$ cat config.mk
export PLATFORM = sky130hd
export DESIGN_NAME = cpa_chunked_x4
export DESIGN_NICKNAME = d
export VERILOG_FILES = /design/src/rtl/cpa_chunked_x4.sv
export SDC_FILE = /design/constraint.sdc
export NUM_CORES = 2
export LEC_CHECK = 0
export ABC_AREA = 1
export CAP_MARGIN = 5
export CORE_UTILIZATION = 30
export CTS_CLUSTER_SIZE = 10
export DETAILED_ROUTE_END_ITERATION = 8
export GPL_ROUTABILITY_DRIVEN = 0
export SYNTH_ARGS = -nofsm -noshare
export SYNTH_HDL_FRONTEND = slang
export SYNTH_SLANG_ARGS = --single-unit
$ cat constraint.sdc
create_clock -name clk -period 7.05 [get_ports clk]
set_clock_uncertainty 0.2 [all_clocks]
set_input_delay 0.705 -clock clk [delete_from_list [all_inputs] [get_ports clk]]
set_output_delay 0.705 -clock clk [all_outputs]
set_load 0.01 [all_outputs]
$ cat src/rtl/cpa_chunked_x4.sv
// Chunk-serial carry-propagate adder. Operands are captured once, then one
// CHUNK-wide slice is resolved per clock with 4-bit carry-lookahead groups.
// The carry between slices is kept in a register.
//
// state | meaning
// ------+----------------------------------------------------------
// IDLE  | ready for operands; an accepted pair starts a new addition
// RUN   | one chunk resolved per cycle, lowest chunk first
// DONE  | result valid and held until the consumer takes it
//
// WIDTH must be a multiple of CHUNK, and CHUNK a multiple of 4.
module cpa_chunked_x4 #(
  parameter int WIDTH = 256,
  parameter int CHUNK = 64
) (
  input  logic             clk,
  input  logic             rst_n,
  input  logic             in_valid,
  output logic             in_ready,
  input  logic [WIDTH-1:0] a,
  input  logic [WIDTH-1:0] b,
  input  logic             cin,
  output logic             out_valid,
  input  logic             out_ready,
  output logic [WIDTH-1:0] sum,
  output logic             cout
);

  localparam int NCHUNK = WIDTH / CHUNK;
  localparam int IDXW   = (NCHUNK > 1) ? $clog2(NCHUNK) : 1;
  localparam int NGRP   = CHUNK / 4;
  localparam logic [IDXW-1:0] LAST_IDX = IDXW'(NCHUNK - 1);

  typedef enum logic [1:0] {IDLE, RUN, DONE} state_t;

  state_t           state_q, state_d;
  logic [WIDTH-1:0] a_q, b_q, sum_q;
  logic             carry_q, cout_q;
  logic [IDXW-1:0]  idx_q;
  logic             last_chunk;

  logic [CHUNK-1:0] ch_a, ch_b, ch_p, ch_g, ch_sum;
  logic [NGRP:0]    grp_c;
  logic [3:0]       gp, gg, bc;

  assign last_chunk = (idx_q == LAST_IDX);

  // State register
  always_ff @(posedge clk or negedge rst_n) begin
    if (!rst_n) state_q <= IDLE;
    else        state_q <= state_d;
  end

  // Next-state and handshake outputs
  always_comb begin
    state_d   = state_q;
    in_ready  = 1'b0;
    out_valid = 1'b0;
    unique case (state_q)
      IDLE: begin
        in_ready = 1'b1;
        if (in_valid) state_d = RUN;
      end
      RUN: begin
        if (last_chunk) state_d = DONE;
      end
      DONE: begin
        out_valid = 1'b1;
        if (out_ready) state_d = IDLE;
      end
      default: state_d = IDLE;
    endcase
  end

  // Resolve the current chunk: 4-bit lookahead groups, rippling group to group
  always_comb begin
    ch_a     = a_q[idx_q*CHUNK +: CHUNK];
    ch_b     = b_q[idx_q*CHUNK +: CHUNK];
    ch_p     = ch_a ^ ch_b;
    ch_g     = ch_a & ch_b;
    ch_sum   = '0;
    grp_c    = '0;
    gp       = '0;
    gg       = '0;
    bc       = '0;
    grp_c[0] = carry_q;
    for (int k = 0; k < NGRP; k++) begin
      gp    = ch_p[4*k +: 4];
      gg    = ch_g[4*k +: 4];
      bc[0] = grp_c[k];
      bc[1] = gg[0] | (gp[0] & grp_c[k]);
      bc[2] = gg[1] | (gp[1] & gg[0]) | (gp[1] & gp[0] & grp_c[k]);
      bc[3] = gg[2] | (gp[2] & gg[1]) | (gp[2] & gp[1] & gg[0])
            | (gp[2] & gp[1] & gp[0] & grp_c[k]);
      ch_sum[4*k +: 4] = gp ^ bc;
      grp_c[k+1] = gg[3] | (gp[3] & gg[2]) | (gp[3] & gp[2] & gg[1])
                 | (gp[3] & gp[2] & gp[1] & gg[0]) | ((&gp) & grp_c[k]);
    end
  end

  // Operand capture, per-chunk result write-back and chunk carry register
  always_ff @(posedge clk or negedge rst_n) begin
    if (!rst_n) begin
      a_q     <= '0;
      b_q     <= '0;
      sum_q   <= '0;
      carry_q <= 1'b0;
      cout_q  <= 1'b0;
      idx_q   <= '0;
    end else begin
      unique case (state_q)
        IDLE: begin
          if (in_valid) begin
            a_q     <= a;
            b_q     <= b;
            carry_q <= cin;
            idx_q   <= '0;
            sum_q   <= '0;
            cout_q  <= 1'b0;
          end
        end
        RUN: begin
          sum_q[idx_q*CHUNK +: CHUNK] <= ch_sum;
          carry_q <= grp_c[NGRP];
          // idx parks on the last chunk instead of wrapping
          if (last_chunk) cout_q <= grp_c[NGRP];
          else            idx_q  <= idx_q + 1'b1;
        end
        default: ;
      endcase
    end
  end

  assign sum  = sum_q;
  assign cout = cout_q;

endmodule

After elaboration in Yosys (flattened, before gate mapping). Index checks and enable logic that the tools add are counted.

Memories: 0. Bits in writable memories: 0. Flip-flop bits (word level): 774. Memory bits (read-only): 0. Output and inout bits: 259. Word-level logic and storage cells: 478. Bits in latches: 0. Input bits: 517.

Add/sub/neg operators: 2. Multiply operators: 0. Mux-type cells: 17. Shifts and indexed selects: 4. Equality and inequality tests: 7. Bitwise operators: 418. Reductions and logical operators: 23. Div/mod/pow operators: 0. $lt $le $gt $ge: 0.

Operator list (number): $pmux 256 s2 (1); $shiftx 256x9->64 (2); $bwmux 256 (1); $mux 256 (1); $shift 64x34->256 const A (1); $shiftx 64x34->256 (1); $and 1x1->1 (240); $or 1x1->1 (160); $and 64x64->64 (1); $reduce_and 4->1 (16); $xor 4x4->4 (16); $xor 64x64->64 (1); $neg 8->34 (1); $mux 2 (5); $reduce_and 3->1 (3); $ne 2x2->1 const B (4); $pmux 2 s3 (1); $mux 1 (5); $eq 2x2->1 const B (2); $pmux 1 s2 (2); $pmux 2 s2 (1); $reduce_and 2->1 (2); $add 2x1->2 const B (1); $eq 2x1->1 const B (1); 2 further kinds (2).

Depth between registers and ports, before layout.
Depth after elaboration: 41. Depth in mapped cells: 46. Depth with buffers taken out: 42.

Worst setup path before layout. Ideal clock, no wire load.

Path type: register -> register. Start point: register idx_q[0]. End point: register sum_q[189], in the netlist sum[189]. Library setup time: 122 ps. Setup slack: 1762 ps. Arrival time: 4967 ps. Data required time: 6728 ps. Cell stages (with the launch flop): 45. Buffers on the path: 4. Clock period less this slack: 5288 ps. Cells stage by stage: dfrtp_1 -> clkbuf_1 -> clkbuf_1 -> clkinv_1 -> clkbuf_1 -> clkbuf_1 -> nor2_1 -> o22ai_1 -> ha_1 -> nand2_1 -> clkinv_1 -> nand3_2 -> nand2_2 -> nand2_2 -> nand2_4 -> nand2_4 -> nand2_4 -> nand2_2 -> (+9 left out) -> nand2_4 -> nand2_4 -> nand2_4 -> nand2_4 -> nand2_4 -> nand2_4 -> nand2_4 -> nand2_4 -> nand2_4 -> nand2_4 -> nand2_2 -> nand2_4 -> nand2_2 -> nand2_4 -> fa_1 -> xnor2_1 -> nor2_1 -> a32o_1.

Word-level cells in the longest chain between the ends: 41. Elaborated cells on any way between the ends: 430. Those cells by class: add/sub: 1; shift: 4; mux: 2; bitwise: 408; reduce/logical: 15.

RTL lines: from (decl) (RTL line 39) `logic [IDXW-1:0] idx_q;`; from (signal assigned) (RTL line 127) `else idx_q <= idx_q + 1'b1;`; $shiftx 256x9->64, on equally long branches (RTL line 77, 78); $xor 64x64->64 / $and 64x64->64 (equally long branches) (RTL line 79, 80); $and 1x1->1, on equally long branches (RTL line 96, 97); $or 1x1->1, or another cell as far along (RTL line 96) `grp_c[k+1] = gg[3] | (gp[3] & gg[2]) | (gp[3] & gp[2] & gg[1])`; $or 1x1->1 / $and 1x1->1 (equally long branches) (RTL line 96, 97); $or 1x1->1 (2 in series) (RTL line 97) `| (gp[3] & gp[2] & gp[1] & gg[0]) | ((&gp) & grp_c[k]);`; $and 1x1->1 (RTL line 97); $or 1x1->1 (RTL line 97); (+24 left out); $and 1x1->1 (RTL line 97); $or 1x1->1 (RTL line 97); $and 1x1->1, on equally long branches (RTL line 91, 92, 94); $or 1x1->1, on equally long branches (RTL line 91, 92, 94); $xor 4x4->4 (RTL line 95) `ch_sum[4*k +: 4] = gp ^ bc;`; $shiftx 64x34->256 (RTL line 123) `sum_q[idx_q*CHUNK +: CHUNK] <= ch_sum;`; $bwmux 256 (*) (RTL line 123); $pmux 256 s2 (*) (RTL line 111) `unique case (state_q)`; to (signal, indexed assignment) (RTL line 123); to (decl) (RTL line 37) `logic [WIDTH-1:0] a_q, b_q, sum_q;`.

Every way passes the cells marked *; elsewhere a longest branch is shown, timed or not. A chain may end at the register's enable or synchronous reset.

Worst setup path after layout. Same ends and word-level chain as after synthesis.

==> metrics.md <==
| Metric | Value |
|---|---|
| Outcome | `completed` |
| YS warnings | `0` |
| Seq/Total Area, Yosys | `between 50% and 60%` |
| Synth unique cells | `33` |
| Area growth, synth to finish | `33.7%` |
| Fin cells | `6476` |
| Global-route wire length before repair | `205000 um` |
| Die area | `118000 sq um` |
| Critical Path RT | `between 7000 and 8000 ps` |
| Clk_lat worst skew | `670 ps` |
| VDD IR max | `0.000388 V` |
| Vias per inst | `4.90` |
| Gr usage total | `23.3%` |
| Max_cap viols | `0` |
| CTS Buf Count | `93` |
| WP data arrival | `5950 ps` |
| Hpwl dp | `102000 um` |
| Final antenna-violating net count | `0` |
| Mean post-synth cell area | `8.26 sq um` |
| Post-synth top area share | `between 50% and 60%` |
| Final setup fails | `0` |
| Max stage delay on crit path | `550 ps` |
| Dominant cell type by area after synthesis | `dfrtp_1` |
| Post CTS Setup Buffer Count | `0` |
| Post-synth top flop | `dfrtp_1` |
| Max H-tree Level | `3` |
| Most frequent cells in the layout | `1870 x nand2_1, 774 x clkdlybuf4s50_1, 772 x dfrtp_1, 448 x o21ai_0, 319 x nor2_1` |
| Hold Path Cell Cnt | `2` |
| RSZ-0062 raised after global routing | `false` |
| Synthesized area | `35100 sq um` |
| IO Pins | `776` |
| Sw Ratio | `49.1%` |
| Hold wc startpoint | `b_q[176]` |
| Post-Syn Nets | `between 4k and 5k` |
| Crit path from | `idx_q[0]` |
| FMAX | `approximately 180 MHz` |
| Final min period | `5600 ps` |
| Clock slew at reported path FFs | `60 ps` |
| Core box area | `~120000 sq um` |
| Clock sink total | `774` |
| Commonest non-fill, non-tap cell in the layout | `nand2_1` |
| Die width | `344 um` |
| Hold Crit Class | `flip-flop to flip-flop` |
| WP buf/inv | `2` |
| DR iter-0 viols | `roughly 2.4k` |
| Setup TNS | `0 ps` |
| Worst path slowest cell | `buf_12` |
| Logic pwr share | `around 56%` |
| Final hold vios | `0` |
| Design area | `47000 sq um` |
| Pint | `13.7 mW` |
| Placed inst area | `44200 sq um` |
| Flop pwr share | `27.8%` |
| FF-to-FF setup slack | `1450 ps` |
| R2r worst-path depth | `40` |
| Root Buffer | `clkbuf_16` |
| Placed cells | `6322` |
| DRC | `0` |
| Fin nets | `5495` |
| Clock tree buffer depth | `3` |
| Clock Power Share | `between 10% and 20%` |
| Pwr/cell area | `573 nW/um^2` |
| CP Class | `flip-flop to flip-flop` |
| Slew HR | `around a quarter` |
| Worst-Margin Slew | `around 1100 ps` |
| CP Capture Type | `flip-flop` |
| Row cnt | `125` |
| Die extent in y | `344 um` |
| Reg2reg start | `idx_q[0]` |
| Vias | `31.8k` |
| Pre-antenna DRT Iters | `5` |
| Initial antenna violation count | `42` |
| Fin crit share | `between 70 and 80%` |
| Vias in the first global route | `just over 30k` |
| Switching pwr | `13.2 mW` |
| Crit-path max FO | `187` |
| Leakage | `22.5 nW` |
| CTS tree | `yes` |
| Avg WL per Cell | `21.8 um` |
| CP top delay family | `simple AND/OR/NAND/NOR gates` |
| Port Buffers | `~780` |
| Total wire length | `141000 um` |
| Max-slew violation total from the final report | `0` |
| Critical path depth | `40` |
| Initial core utilization | `30.2%` |
| Top cells by area, synth | `dfrtp_1 55%, nand2_1 20%, o21ai_0 6.4%, nor2_1 3.4%, clkbuf_1 2.6%` |
| Fraction of layout cells with a size suffix above 1 | `4.55%` |
| CP dominant cell by count | `nand2_4` |
| Async set-reset flop share out of synthesis | `100%` |
| Largest net degree at the start of global routing | `roughly 210` |
| Total grt overflow | `0` |
| #FFs+latches synth | `about 770` |
| EDFF count, synth | `0` |
| Post-synthesis cell count | `4252` |
| Hold WS | `272 ps` |
| CP startpoint kind | `flip-flop` |
[cell usage after synthesis, types with 17 or more instances]
cell and n:
a32o_1 43, dfrtp_1 774, nand2_1 1872, xor2_1 22, inv_1 85, o21ai_0 448
ha_1 68, a21oi_1 34, clkbuf_1 247, nor2_1 319, o22ai_1 126, nand3_1 71
buf_1 22, nand2_4 25, o31ai_1 17
[state kept, by name, summed over array words and instances (netlist names)]
signal,flops
a_q,256
b_q,256
carry_q,1
cout,1
idx_q,2
state_q,2
sum,256
[power by group through the flow]
| stage | registers, mW | logic (mW) | clock network (mW) |
|---|---|---|---|
| floorplan | 7.37 | 8.35 | 0 |
| global placement | 7.52 | 14.7 | 0 |
| detailed placement | 7.51 | 14.9 | 0 |
| CTS | 7.47 | 15.0 | 4.56 |
| global route | 7.69 | 16.5 | 4.72 |
| finish | 7.49 | 14.9 | 4.46 |
[repair_timing]
item | CTS | global route
hold endpoints to repair | 82 | 0
gates resized for setup | 0 | 0
hold buffers | 1 | 0
[worst register-to-register path: cells and delay by family, from the launching register on]
kind / cells / cell delay (ps)
xor gates and xnor gates: 1 / 180
DFF: 1 / 460
buffers and inverters: 2 / 630
AOI/OAI and AO/OA: 3 / 910
adders and majority gates: 2 / 760
and+or+nand+nor: 32 / 2330
[layout make-up]
class                   instances  area [sq um]
inverters                      91           359
fillers                     11800         69200
clock buffers                 116          2570
repair buffers                817          8140
clock inverters                13           124
diodes                         24          60.1
well taps                    1524          1910
multi-input cells            3117         14400
flip-flops and latches        774         19400
[stage by stage]
stage	setup WS [ps]	power, mW	utilization, %
floorplan	1760	15.7	-
CTS	1370	27.0	40.4
finish	1450	26.9	40.4
detailed placement	1420	22.4	38.0
global route	919	28.9	40.4
global placement	1500	22.3	38.0
[final timing paths]
| kind | to |
|---|---|
| worst max register to register | sum[189] |
| min in group asynchronous | sum[210] |
| worst min-delay path | b_q[176] |
| max in group asynchronous | sum[177] |
| worst max-delay path | sum[189] |
| worst min register to register | b_q[176] |
[cells by family after synthesis]
family	count (synthesis)	share of synthesized area, %
AOI/OAI and AO/OA	678	10.9
xor gates and xnor gates	39	0.994
adders and majority gates	84	3.33
buffers and inverters	361	3.86
DFF	774	55.1
and+or+nand+nor	2316	25.8
[layer usage]
layer	up-vias	part of all wire, %	GRT usage [%]
met5	-	0.14	0
met4	32	3.6	10.2
met3	238	8.0	5.63
met2	1133	45	35.6
met1	15400	43	31.4
li1	14900	-	-
Note: power is estimated with default switching activity, not from simulation.
